--- config.mk ---
export PLATFORM = sky130hd
export DESIGN_NAME = matmul_result_writer
export DESIGN_NICKNAME = d
export VERILOG_FILES = /design/src/rtl/matmul_result_writer_pkg.sv /design/src/rtl/matmul_elem_sel.sv /design/src/rtl/matmul_result_writer.sv
export SDC_FILE = /design/constraint.sdc
export NUM_CORES = 1
export LEC_CHECK = 0
export ABC_CLOCK_PERIOD_IN_PS = 2300
export CAP_MARGIN = 20
export CORE_ASPECT_RATIO = 0.75
export CORE_MARGIN = 3
export CORE_UTILIZATION = 47
export CTS_CLUSTER_SIZE = 8
export DETAILED_ROUTE_END_ITERATION = 8
export PLACE_DENSITY = 0.81
export REMOVE_ABC_BUFFERS = 1
export SYNTH_ARGS = -nofsm -noshare
export SYNTH_HDL_FRONTEND = slang
export SYNTH_HIERARCHICAL = 1
export SYNTH_SLANG_ARGS = --single-unit
export TNS_END_PERCENT = 5
--- constraint.sdc ---
create_clock -name clk_i -period 2.3 [get_ports clk_i]
set_input_delay 0.575 -clock clk_i [delete_from_list [all_inputs] [get_ports clk_i]]
set_output_delay 0.575 -clock clk_i [all_outputs]
set_load 0.005 [all_outputs]
--- src/rtl/matmul_result_writer_pkg.sv ---
// Shared defaults, FSM encoding and address helpers for matmul_result_writer.
// The READ state exists only when MATMUL_ACC_EN is defined.
package matmul_result_writer_pkg;

  localparam int DATA_WIDTH_DEF  = 8;
  localparam int BUS_WIDTH_DEF   = 16;
  localparam int SP_NTARGETS_DEF = 4;
  localparam int MAX_DIM_DEF     = BUS_WIDTH_DEF / DATA_WIDTH_DEF;
  localparam int DIM_W           = 2;

`ifdef MATMUL_ACC_EN
  typedef enum logic [1:0] {
    ST_IDLE  = 2'd0,
    ST_WRITE = 2'd1,
    ST_READ  = 2'd2,
    ST_DONE  = 2'd3
  } state_e;
`else
  typedef enum logic [1:0] {
    ST_IDLE  = 2'd0,
    ST_WRITE = 2'd1,
    ST_DONE  = 2'd3
  } state_e;
`endif

  // The multiplier delivers C column-major; the scratchpad stores it row-major.
  function automatic int elem_index(input int row, input int col, input int max_dim);
    return col * max_dim + row;
  endfunction

  function automatic int slot_addr(input int tgt, input int row, input int col, input int max_dim);
    return tgt * max_dim * max_dim + row * max_dim + col;
  endfunction

endpackage

--- src/rtl/matmul_elem_sel.sv ---
// Combinational pick of one result element and its overflow flag from the
// captured column-major matrix.
module matmul_elem_sel
  import matmul_result_writer_pkg::*;
#(
  parameter int BUS_WIDTH = BUS_WIDTH_DEF,
  parameter int MAX_DIM   = MAX_DIM_DEF,
  parameter int IDX_W     = 2
) (
  input  logic [MAX_DIM*MAX_DIM*BUS_WIDTH-1:0] matrix_i,
  input  logic [MAX_DIM*MAX_DIM-1:0]           flags_i,
  input  logic [DIM_W-1:0]                     row_i,
  input  logic [DIM_W-1:0]                     col_i,
  output logic [IDX_W-1:0]                     idx_o,
  output logic signed [BUS_WIDTH-1:0]          elem_o,
  output logic                                 flag_o
);

  always_comb begin
    idx_o  = IDX_W'(elem_index(int'(row_i), int'(col_i), MAX_DIM));
    elem_o = matrix_i[idx_o*BUS_WIDTH +: BUS_WIDTH];
    flag_o = flags_i[idx_o];
  end

endmodule

--- src/rtl/matmul_result_writer.sv ---
// Writes the multiplier's C matrix into a scratchpad slot, row-major.
// Define MATMUL_ACC_EN to add read-modify-write accumulation with overflow flags.
module matmul_result_writer
  import matmul_result_writer_pkg::*;
#(
  parameter  int DATA_WIDTH  = DATA_WIDTH_DEF,
  parameter  int BUS_WIDTH   = BUS_WIDTH_DEF,
  parameter  int SP_NTARGETS = SP_NTARGETS_DEF,
  localparam int MAX_DIM     = BUS_WIDTH / DATA_WIDTH,
  localparam int ELEMS       = MAX_DIM * MAX_DIM,
  localparam int ADDR_W      = $clog2(SP_NTARGETS * ELEMS),
  localparam int TGT_W       = $clog2(SP_NTARGETS),
  localparam int IDX_W       = (ELEMS > 1) ? $clog2(ELEMS) : 1
) (
  input  logic                       clk_i,
  input  logic                       rst_ni,
  input  logic                       finish_mul_i,
  input  logic [ELEMS*BUS_WIDTH-1:0] c_matrix_i,
  input  logic [ELEMS-1:0]           flags_i,
  input  logic [DIM_W-1:0]           n_dim_i,
  input  logic [DIM_W-1:0]           m_dim_i,
  input  logic [TGT_W-1:0]           sp_target_i,
  input  logic                       mode_bit_i,
  output logic                       sp_wr_en_o,
  output logic                       sp_rd_en_o,
  output logic [ADDR_W-1:0]          sp_addr_o,
  output logic [BUS_WIDTH-1:0]       sp_wdata_o,
  input  logic [BUS_WIDTH-1:0]       sp_rdata_i,
  output logic [ELEMS-1:0]           flags_o,
  output logic                       finish_write_o,
  output logic                       busy_o
);

  state_e                     state_q;
  logic [ELEMS*BUS_WIDTH-1:0] mat_q;
  logic [DIM_W-1:0]           n_q, m_q, row_q, col_q;
  logic [TGT_W-1:0]           tgt_q;
  logic [IDX_W-1:0]           idx;
  logic signed [BUS_WIDTH-1:0] elem;
  logic                       elem_flag;
  logic [BUS_WIDTH-1:0]       wdata;
  logic                       last_elem;
  logic                       wr, rd;

  // Dimensions beyond the array size would index outside the captured matrix.
  function automatic logic [DIM_W-1:0] clamp_dim(input logic [DIM_W-1:0] d);
    return (int'(d) > MAX_DIM - 1) ? DIM_W'(MAX_DIM - 1) : d;
  endfunction

  matmul_elem_sel #(
    .BUS_WIDTH (BUS_WIDTH),
    .MAX_DIM   (MAX_DIM),
    .IDX_W     (IDX_W)
  ) u_elem_sel (
    .matrix_i (mat_q),
    .flags_i  (flags_o),
    .row_i    (row_q),
    .col_i    (col_q),
    .idx_o    (idx),
    .elem_o   (elem),
    .flag_o   (elem_flag)
  );

  assign last_elem = (row_q == n_q) && (col_q == m_q);

`ifdef MATMUL_ACC_EN
  logic                 acc_q;
  logic [BUS_WIDTH-1:0] sum;
  logic                 ovf;

  always_comb begin
    sum   = sp_rdata_i + elem;
    ovf   = (sp_rdata_i[BUS_WIDTH-1] == elem[BUS_WIDTH-1]) &&
            (sum[BUS_WIDTH-1] != elem[BUS_WIDTH-1]);
    wdata = acc_q ? sum : elem;
  end
  assign rd = (state_q == ST_READ);
`else
  logic unused_ok;
  assign unused_ok = ^{sp_rdata_i, mode_bit_i, elem_flag, idx};
  assign wdata     = elem;
  assign rd        = 1'b0;
`endif

  assign wr = (state_q == ST_WRITE);

  always_comb begin
    // NOTE: every output gets a default before any condition so no latch is inferred.
    sp_wr_en_o     = wr;
    sp_rd_en_o     = rd;
    sp_addr_o      = '0;
    sp_wdata_o     = '0;
    finish_write_o = (state_q == ST_DONE) && finish_mul_i;
    busy_o         = (state_q != ST_IDLE);
    if (wr || rd) sp_addr_o = ADDR_W'(slot_addr(int'(tgt_q), int'(row_q), int'(col_q), MAX_DIM));
    if (wr)       sp_wdata_o = wdata;
  end

  // NOTE: sequential state uses non-blocking assignments only, so every register
  // sees pre-edge values regardless of statement order.
  always_ff @(posedge clk_i or negedge rst_ni) begin
    if (!rst_ni) begin
      // NOTE: the captured matrix is ordinary flops, not a RAM, so it is reset too.
      state_q <= ST_IDLE;
      mat_q   <= '0;
      flags_o <= '0;
      n_q     <= '0;
      m_q     <= '0;
      row_q   <= '0;
      col_q   <= '0;
      tgt_q   <= '0;
`ifdef MATMUL_ACC_EN
      acc_q   <= 1'b0;
`endif
    end else begin
      unique case (state_q)
        ST_IDLE: begin
          if (finish_mul_i) begin
            mat_q   <= c_matrix_i;
            flags_o <= flags_i;
            n_q     <= clamp_dim(n_dim_i);
            m_q     <= clamp_dim(m_dim_i);
            tgt_q   <= sp_target_i;
            row_q   <= '0;
            col_q   <= '0;
`ifdef MATMUL_ACC_EN
            acc_q   <= mode_bit_i;
            state_q <= mode_bit_i ? ST_READ : ST_WRITE;
`else
            state_q <= ST_WRITE;
`endif
          end
        end
`ifdef MATMUL_ACC_EN
        ST_READ: state_q <= ST_WRITE;
`endif
        ST_WRITE: begin
`ifdef MATMUL_ACC_EN
          if (acc_q) flags_o[idx] <= elem_flag | ovf;
`endif
          if (last_elem) begin
            state_q <= ST_DONE;
          end else begin
            if (col_q == m_q) begin
              col_q <= '0;
              row_q <= row_q + DIM_W'(1);
            end else begin
              col_q <= col_q + DIM_W'(1);
            end
`ifdef MATMUL_ACC_EN
            state_q <= acc_q ? ST_READ : ST_WRITE;
`else
            state_q <= ST_WRITE;
`endif
          end
        end
        ST_DONE: if (!finish_mul_i) state_q <= ST_IDLE;
        default: state_q <= ST_IDLE;
      endcase
    end
  end

endmodule

==> results of run 1 <==
[power by group through the flow]
| stage | Sequential, uW | Clock (uW) | Combinational [uW] |
|---|---|---|---|
| finish | 2510 | 912 | 4250 |
| floorplan | 2400 | 0 | 1930 |
| detailed placement | 2460 | 0 | 3530 |
| global placement | 2410 | 0 | 3440 |
| CTS | 2500 | 944 | 4180 |
| global route | 2580 | 1010 | 4580 |
[per-stage QoR]
step / util / TNS [ps] / hold slack [ps] / power [uW] / setup slack (ps)
5_1_grt: 0.712 / -3000 / 220 / 8170 / -220
3_3_place_gp: 0.659 / -48.2 / 468 / 5850 / -24.6
6_report: 0.712 / -1840 / 193 / 7670 / -161
4_1_cts: 0.710 / -2070 / 209 / 7620 / -162
3_5_place_dp: 0.659 / -269 / 474 / 5990 / -65.6
2_1_floorplan: - / -6.70 / 279 / 4320 / -6.70
[sequential cells by signal, indices dropped and copies added, names as in the netlist]
name / count
mat_q: 64
flags_o: 4
col_q: 2
m_q: 2
n_q: 2
row_q: 2
state_q: 2
tgt_q: 2
[how the worst max path moves through the flow]
stage                              start        endpoint  cells past startpoint
finish              row_q[0]$_DFFE_PN0P_   sp_wdata_o[7]                      5
global route        row_q[0]$_DFFE_PN0P_  sp_wdata_o[14]                      5
CTS                 row_q[0]$_DFFE_PN0P_   sp_wdata_o[7]                      5
detailed placement  row_q[0]$_DFFE_PN0P_   sp_wdata_o[6]                      4
global placement    row_q[1]$_DFFE_PN0P_    sp_addr_o[3]                      5
floorplan           row_q[0]$_DFFE_PN0P_    sp_addr_o[3]                      5
[cell usage in the layout (no fill, tap or decap), drive strengths merged, types with 2 or more instances in the layout]
| cell type | count |
|---|---|
| dlygate4sd2 | 3 |
| a31oi | 3 |
| o21bai | 2 |
| and2 | 19 |
| o21ai | 2 |
| nor2b | 2 |
| xor2 | 4 |
| nor2 | 9 |
| mux2 | 69 |
| inv | 6 |
| xnor2 | 2 |
| buf | 61 |
| dfrtp | 80 |
| clkdlybuf4s50 | 80 |
| mux4 | 16 |
| clkinv | 2 |
| nand2b | 2 |
| a21oi | 3 |
| clkbuf | 13 |
| nand2 | 5 |
[critical path: stages (launching register included)]
cell                      delay [ps]
sky130_fd_sc_hd__dfrtp_2         480
sky130_fd_sc_hd__buf_6           170
sky130_fd_sc_hd__buf_4           120
sky130_fd_sc_hd__mux4_2          480
sky130_fd_sc_hd__and2_4          150
sky130_fd_sc_hd__buf_2           120
[what timing repair did]
item	CTS	global route
hold buffers	0	0
setup buffers	23	0
pin swaps	15	10
setup endpoints to repair	22	19
cloned	2	0
gates resized for setup	130	7
[metal layers]
layer  vias to the layer above  track usage
met3                        15       0.0836
li1                       1163            -
met1                      1239        0.262
met5                         -            0
met4                         0       0.0716
met2                        96        0.317
[final cells by class]
type                            count  area [sq um]
Timing Repair Buffer              145          1420
Sequential cell                    80          2000
Clock inverter                      3          17.5
Multi-Input combinational cell    148          1700
Tap cell                          101           126
Fill cell                         529          2200
Inverter                            6          25.0
Clock buffer                       13           149
==> impl_metrics.toml, run 1 <==
[sta]
skew_ps = 7.46
slew-limit-headroom = 0.632
fin_ws_ps = -161
setup-violations-final = 18
grt_setup_unrepaired = "yes"
maxClockFrequency_mhz = 406
final_max_slew_viol_count = 0
finalWorstPathRequiredPeriod_ps = 2460
worst_slew_pin_slew_ps = 553
final_hold_violating_endpoints = 0
min_period_over_period = 1.07

[synthesis]
synthesis.area_sq_um = 3860
syn_inst = 248
syn-mean-instance-area_sq_um = 15.6
synth-warning-count = 6

[setup_path]
path_max_fanout = 5
worstReg2RegEnd = "col_q[0]$_DFFE_PN0P_"
worstPathRequired_ps = 1730
reg2regPathDepth = 6
setup.reg_to_reg.worst_slack_ps = 550
critPathKind = "flop to primary output"
timing.critical_path.arrival_ps = 1890
startpoint_type = "flop"
reg2reg_from = "row_q[0]$_DFFE_PN0P_"
worstSetupEndpointType = "primary output"

[place]
globalplace.congestion = 0.781
place.detailed.hpwl_mm = 5.93
placed_cell_area_sq_um = 5030
port-buffer-count = 103
placed_cells = 455

[global_route]
antenna_found_initial = 0
grt_overflow_total = 0
grt_start_max_net_pins = 43
grt_util_all_layers = 0.204
via_count_of_the_first_global_routing_pass = 2795
first_pass_grt_wire_length_mm = 14.8

[route]
antenna_left = 0
dr_wl_met2_mm = 4.25
route.vias.total = 2513
wl_met1_mm = 3.92
viasPerCell = 5.07
detailed_route_wire_length_per_cell_um = 18.3
top_layer_used = "met4"
detailedRoute.firstPassIterationCount = 4
dr.first_iter.drc_count = 95
post-route-drc-count = 0
drt-total-wl_mm = 9.06
met3WireLength_um = 741

[clocking]
clock_insertion_delay_worst_skew_ps = 360
cts.clk_slew.worst_paths_ps = 80
clock_tree.buffer_depth = 2
cts_tree = "yes"
cts.htree.levels = 3
cts_sinks = 80
numCtsBuffers = 9
clockRootBuffer = "sky130_fd_sc_hd__clkbuf_8"

[status]
status = "finished, violations left"
violations = "negative setup slack"

[die]
die_height_um = 84.5
num_rows = 27
floorplan.die_area_sq_um = 9340
fp.dieW_um = 111
start_util = 0.505
core_area_sq_um = 7630
ioPinCount = 122

[layout]
antenna-diode-count = 0
fin_area_sq_um = 5440
final_net_count = 486
flow.area_growth_from_synthesis_pct = 40.9
layoutNonFillerInstCount = 496
drive_above_1_share = 0.453

[power_and_ir_drop]
p_sw_frac = 0.306
pwr_density_cell_nw_per_um2 = 1410
pwr-share-clk = 0.119
power_leakage_uw = 0.00240
p_seq_frac = 0.327
share_comb_of_total_power = 0.554
worst_ir_drop_vdd_uv = 612
p_sw_uw = 2350
p_int_uw = 5320

[min_path]
timing.hold.worst.class = "primary input to asynchronous set/reset pin"

[run]
max_cap_violations = 0
Note: power is estimated with default switching activity, not from simulation.
==> inputs of run 2 (changes only) <==
--- a/config.mk
+++ b/config.mk
@@ -9,13 +9,13 @@
 export CAP_MARGIN = 20
 export CORE_ASPECT_RATIO = 0.75
 export CORE_MARGIN = 3
-export CORE_UTILIZATION = 47
+export CORE_UTILIZATION = 33
 export CTS_CLUSTER_SIZE = 8
 export DETAILED_ROUTE_END_ITERATION = 8
-export PLACE_DENSITY = 0.81
 export REMOVE_ABC_BUFFERS = 1
+export SETUP_SLACK_MARGIN = 0.4
 export SYNTH_ARGS = -nofsm -noshare
 export SYNTH_HDL_FRONTEND = slang
 export SYNTH_HIERARCHICAL = 1
 export SYNTH_SLANG_ARGS = --single-unit
-export TNS_END_PERCENT = 5
+export TNS_END_PERCENT = 20
==> impl_metrics.toml, run 2 (same netlist as run 1, synthesis figures left out) <==
[die]
ioPinCount = 122
fp.dieW_um = 131
die_height_um = 99.6
num_rows = 33
floorplan.die_area_sq_um = 13000
start_util = 0.346
core_area_sq_um = 11100

[setup_path]
cp_slowest_cell = "sky130_fd_sc_hd__dfrtp_2"
path_max_fanout = 6
worstPathCellList = "xor2_4, buf_12, buf_8, mux4_2, and2_4, buf_6"
critPathMaxStageDelay_ps = 450
worstSetupEndpointType = "primary output"
reg2regPathDepth = 7
reg2reg_from = "row_q[0]$_DFFE_PN0P_"
startpoint_type = "flop"
setup.reg_to_reg.worst_slack_ps = 520
worstReg2RegEnd = "col_q[0]$_DFFE_PN0P_"
worstPathRequired_ps = 1730
timing.critical_path.arrival_ps = 1820
critical-path-top-delay-family = "flip-flops"
cp.buffers_inverters = 3
critPathKind = "flop to primary output"

[layout]
antenna-diode-count = 0
largest_register_ffs = 64
flow.area_growth_from_synthesis_pct = 47.5
final_common_cell = "sky130_fd_sc_hd__clkdlybuf4s50_1"
top_regs = "mat_q: 64 flops, flags_o: 4 flops"
flip_flop_and_latch_area_sq_um = 2010
final_net_count = 481
drive_above_1_share = 0.481
largest_register = "mat_q"
commonest_non_fill_non_tap_cells_in_the_layout = "sky130_fd_sc_hd__clkdlybuf4s50_1, sky130_fd_sc_hd__dfrtp_1, sky130_fd_sc_hd__mux2_2, sky130_fd_sc_hd__buf_6, sky130_fd_sc_hd__mux2_4"
multi_input_combinational_cell_area_sq_um = 1730
fillCellCount = 996

[sta]
setup-violations-final = 18
maxClockFrequency_mhz = 417
grt_setup_unrepaired = "yes"
fin_ws_ps = -99.4
skew_ps = 5.66
slew-limit-headroom = 0.658
post_route_setup_tns_ps = -1440
final_max_slew_viol_count = 0
finalWorstPathRequiredPeriod_ps = 2400
min_period_over_period = 1.04
worst_slew_pin_slew_ps = 514
final_hold_violating_endpoints = 0

[clocking]
numCtsBuffers = 9
cts_tree = "yes"
clockRootBuffer = "sky130_fd_sc_hd__clkbuf_16"
clock_insertion_delay_worst_skew_ps = 330
clock_tree.buffer_depth = 2
cts_sinks = 80
cts.htree.levels = 3
cts.clk_slew.worst_paths_ps = 60
hold_buffers = 0

[global_route]
antenna_found_initial = 0
grt_overflow_total = 0
first_pass_grt_wire_length_mm = 14.6
via_count_of_the_first_global_routing_pass = 2694
grt_start_max_net_pins = 43
grt_util_all_layers = 0.147

[route]
antenna_left = 0
drt-total-wl_mm = 8.93
detailed_route_wire_length_per_cell_um = 16.9
dr.first_iter.drc_count = 135
route.vias.total = 2503
viasPerCell = 4.73
post-route-drc-count = 0
detailedRoute.firstPassIterationCount = 4

[status]
violations = "negative setup slack"
status = "finished, violations left"

[place]
globalplace.congestion = 0.767
place.detailed.hpwl_mm = 6.06
port-buffer-count = 103

[power_and_ir_drop]
worst_ir_drop_vdd_uv = 587
power_leakage_uw = 0.00246
pwr_density_cell_nw_per_um2 = 1490
post-layout-total-power_uw = 8470

[run]
max_cap_violations = 0

[min_path]
timing.hold.worst.class = "primary input to asynchronous set/reset pin"
run 2: changes by cell type in the layout (fill, tap and decap cells not counted), moves of 5 or more:
cell,change
sky130_fd_sc_hd__buf_4,-11
sky130_fd_sc_hd__clkbuf_16,+9
sky130_fd_sc_hd__buf_6,+8
sky130_fd_sc_hd__clkbuf_8,-8
sky130_fd_sc_hd__and2_1,-5
sky130_fd_sc_hd__and2_4,+5
run 2: stage by stage:
stage,std cells,util,worst slack [ps],cell area [sq um],hold slack [ps]
after floorplan,234,-,-6.70,3710,279
after global placement,494,0.460,-59.8,5130,466
after detailed placement,494,0.460,-72.2,5130,484
after CTS,529,0.505,-139,5630,227
after global routing,529,0.510,-172,5690,240
final,529,0.510,-99.4,5690,210
run 2: layout make-up:
class | instances | area share
flip-flops and latches | 80 | 0.352
multi-input cells | 148 | 0.303
inverters | 6 | 0.00440
repair buffers | 140 | 0.262
well taps | 140 | 0.0308
clock buffers | 15 | 0.0471
run 2: repair_timing:
item,4_1_cts,5_1_grt
gates cloned,1,0
buffers inserted,19,0
endpoints found under the setup margin,23,25
gates resized for setup,159,14
pin swaps,19,12
run 2: worst max-delay path by stage:
stage                                     from             to  slack [ps]  depth (start not counted)
after floorplan           row_q[0]$_DFFE_PN0P_   sp_addr_o[3]          -7                          5
after global placement    row_q[0]$_DFFE_PN0P_   sp_addr_o[3]         -60                          6
after detailed placement  row_q[0]$_DFFE_PN0P_   sp_addr_o[3]         -70                          6
after CTS                 row_q[0]$_DFFE_PN0P_  sp_wdata_o[9]        -140                          5
after global routing      row_q[0]$_DFFE_PN0P_  sp_wdata_o[1]        -170                          5
final                     col_q[0]$_DFFE_PN0P_  sp_wdata_o[5]        -100                          6
run 2: power breakdown:
| part | total [uW] | switching (uW) | internal (uW) |
|---|---|---|---|
| Sequential | 2520 | 429 | 2090 |
| Clock | 1300 | 510 | 786 |
| Combinational | 4660 | 1480 | 3180 |
| Total | 8470 | 2420 | 6060 |
run 2: metal layers:
metal	global-route usage	part of all wire	vias to the layer above
met5	0	0	-
met4	0.0308	0.0053	0
met3	0.0682	0.087	7
met2	0.211	0.44	80
met1	0.204	0.47	1266
li1	-	-	1150
==> inputs of run 3 (changes only) <==
--- a/config.mk
+++ b/config.mk
@@ -5,10 +5,10 @@
 export SDC_FILE = /design/constraint.sdc
 export NUM_CORES = 1
 export LEC_CHECK = 0
+export ABC_AREA = 1
 export ABC_CLOCK_PERIOD_IN_PS = 2300
 export CAP_MARGIN = 20
 export CORE_ASPECT_RATIO = 0.75
-export CORE_MARGIN = 3
 export CORE_UTILIZATION = 33
 export CTS_CLUSTER_SIZE = 8
 export DETAILED_ROUTE_END_ITERATION = 8
@@ -18,4 +18,4 @@
 export SYNTH_HDL_FRONTEND = slang
 export SYNTH_HIERARCHICAL = 1
 export SYNTH_SLANG_ARGS = --single-unit
-export TNS_END_PERCENT = 20
+export TNS_END_PERCENT = 100
==> impl_metrics.toml, run 3 <==
[route]
detailed_route_wire_length_per_cell_um = 12.7
route.vias.total = 3777
detailedRoute.firstPassIterationCount = 5
post-route-drc-count = 0
viasPerCell = 4.36
antenna_left = 0
drt-total-wl_mm = 11.0
dr.first_iter.drc_count = 161

[setup_path]
reg2reg_from = "row_q[0]$_DFFE_PN0P_"
path_max_fanout = 8
reg2regPathDepth = 12
startpoint_type = "flop"
worstPathCellList = "buf_12, buf_12, inv_16, nand2_1, nand2_1, nand2_1, nand2_1, inv_1, nor2_2, buf_2"
worstSetupEndpointType = "primary output"
critPathMaxStageDelay_ps = 460
critPathKind = "flop to primary output"
timing.critical_path.arrival_ps = 1670
setup.reg_to_reg.worst_slack_ps = 530
cp_slowest_cell = "sky130_fd_sc_hd__dfrtp_2"
worst_path_most_repeated_cell = "sky130_fd_sc_hd__nand2_1"
worstPathRequired_ps = 1730
worstReg2RegEnd = "row_q[1]$_DFFE_PN0P_"

[layout]
commonest_non_fill_non_tap_cells_in_the_layout = "sky130_fd_sc_hd__nand2_1, sky130_fd_sc_hd__dfrtp_1, sky130_fd_sc_hd__clkdlybuf4s50_1, sky130_fd_sc_hd__nand2_2, sky130_fd_sc_hd__inv_1"
final_common_cell = "sky130_fd_sc_hd__nand2_1"
drive_above_1_share = 0.199
final_net_count = 795
multi_input_combinational_cell_area_sq_um = 1870
flip_flop_and_latch_area_sq_um = 2000
top_regs = "mat_q: 64 flops, flags_o: 4 flops"
flow.area_growth_from_synthesis_pct = 44.5
antenna-diode-count = 0
largest_register_ffs = 64
largest_register = "mat_q"
fillCellCount = 1207

[sta]
fin_ws_ps = 50.2
hold-worst-slack_ps = 193
final_max_slew_viol_count = 0
final_hold_violating_endpoints = 0
grt_setup_unrepaired = "yes"
maxClockFrequency_mhz = 444
min_period_over_period = 0.978
skew_ps = 5.30
setup-violations-final = 0
finalWorstPathRequiredPeriod_ps = 2250

[synthesis]
synthesis.area_sq_um = 4100
syn_inst = 576
synth-warning-count = 6
syn-mean-instance-area_sq_um = 7.12

[min_path]
timing.hold.worst.class = "primary input to asynchronous set/reset pin"

[power_and_ir_drop]
power_leakage_uw = 0.00316
worst_ir_drop_vdd_uv = 525
pwr_density_cell_nw_per_um2 = 1350

[global_route]
first_pass_grt_wire_length_mm = 17.5
grt_overflow_total = 0
via_count_of_the_first_global_routing_pass = 3693
global_route.usage.met2 = 0.260
grt_use_met1 = 0.254
grt-busiest-layer = "met2"
met3_usage = 0.0494
grt_util_all_layers = 0.178
antenna_found_initial = 0
grt_start_max_net_pins = 57

[clocking]
hold_buffers = 0
clockRootBuffer = "sky130_fd_sc_hd__clkbuf_16"
cts_tree = "yes"
clock_tree.buffer_depth = 2
cts.htree.levels = 3
numCtsBuffers = 9
clock_insertion_delay_worst_skew_ps = 340
cts_sinks = 80
cts.clk_slew.worst_paths_ps = 60

[place]
globalplace.congestion = 0.798
place.detailed.hpwl_mm = 7.01
port-buffer-count = 103
dp_slack_ps = -101

[die]
ioPinCount = 122
floorplan.die_area_sq_um = 12900
fp.dieW_um = 131
core_area_sq_um = 11800
num_rows = 34
die_height_um = 98.5
start_util = 0.347

[run]
max_cap_violations = 0

[status]
status = "finished, final reports clean"
## run 3: area by class of cell
type | count | area share
Clock inverter | 3 | 0.00253
Clock buffer | 13 | 0.0456
Timing Repair inverter | 3 | 0.00951
Multi-Input combinational cell | 430 | 0.316
Tap cell | 162 | 0.0342
Inverter | 38 | 0.0272
Sequential cell | 80 | 0.338
Timing Repair Buffer | 137 | 0.227
## run 3: worst max-delay path, delay by kind of cell, from the launching register on
family / cells / cell delay [ps]
flip-flops: 1 / 460
buffers and inverters: 5 / 540
AND/OR/NAND/NOR: 5 / 330
## run 3: repair_timing
item,4_1_cts,5_1_grt
resized for setup,124,40
cloned,5,1
buffers inserted,12,2
pin swaps,33,24
endpoints found under the setup margin,23,21
## run 3: where the power goes
| group | internal, uW | total [uW] | switching (uW) |
|---|---|---|---|
| logic | 1870 | 4180 | 2300 |
| clock network | 814 | 1360 | 541 |
| registers | 2050 | 2460 | 409 |
| total | 4740 | 7990 | 3250 |
## run 3: worst max path at each step
stage | start | to | slack (ps) | cells after the start
floorplan | finish_mul_i | flags_o[0]$_DFFE_PN0P_ | -130 | 5
global placement | finish_mul_i | finish_write_o | -80 | 4
detailed placement | finish_mul_i | finish_write_o | -100 | 4
CTS | row_q[0]$_DFFE_PN0P_ | sp_wdata_o[4] | 60 | 10
global route | row_q[0]$_DFFE_PN0P_ | sp_wdata_o[8] | -20 | 10
finish | row_q[0]$_DFFE_PN0P_ | sp_wdata_o[3] | 50 | 10
## run 3: per-stage QoR
| stage | power, uW | instances | TNS [ps] | util | cell area [sq um] |
|---|---|---|---|---|---|
| after CTS | 7770 | 863 | 0 | 0.489 | 5780 |
| after global routing | 8680 | 866 | -52.5 | 0.501 | 5920 |
| after detailed placement | 6040 | 830 | -192 | 0.447 | 5290 |
| after global placement | 5950 | 830 | -326 | 0.447 | 5290 |
| final | 7990 | 866 | 0 | 0.501 | 5920 |
| after floorplan | 4370 | 548 | -8990 | - | 3880 |
## run 3: layer usage
layer	wire, um	vias up
met3	739	12
met1	5420	1711
met5	0	-
met2	4690	113
li1	-	1941
met4	112	0
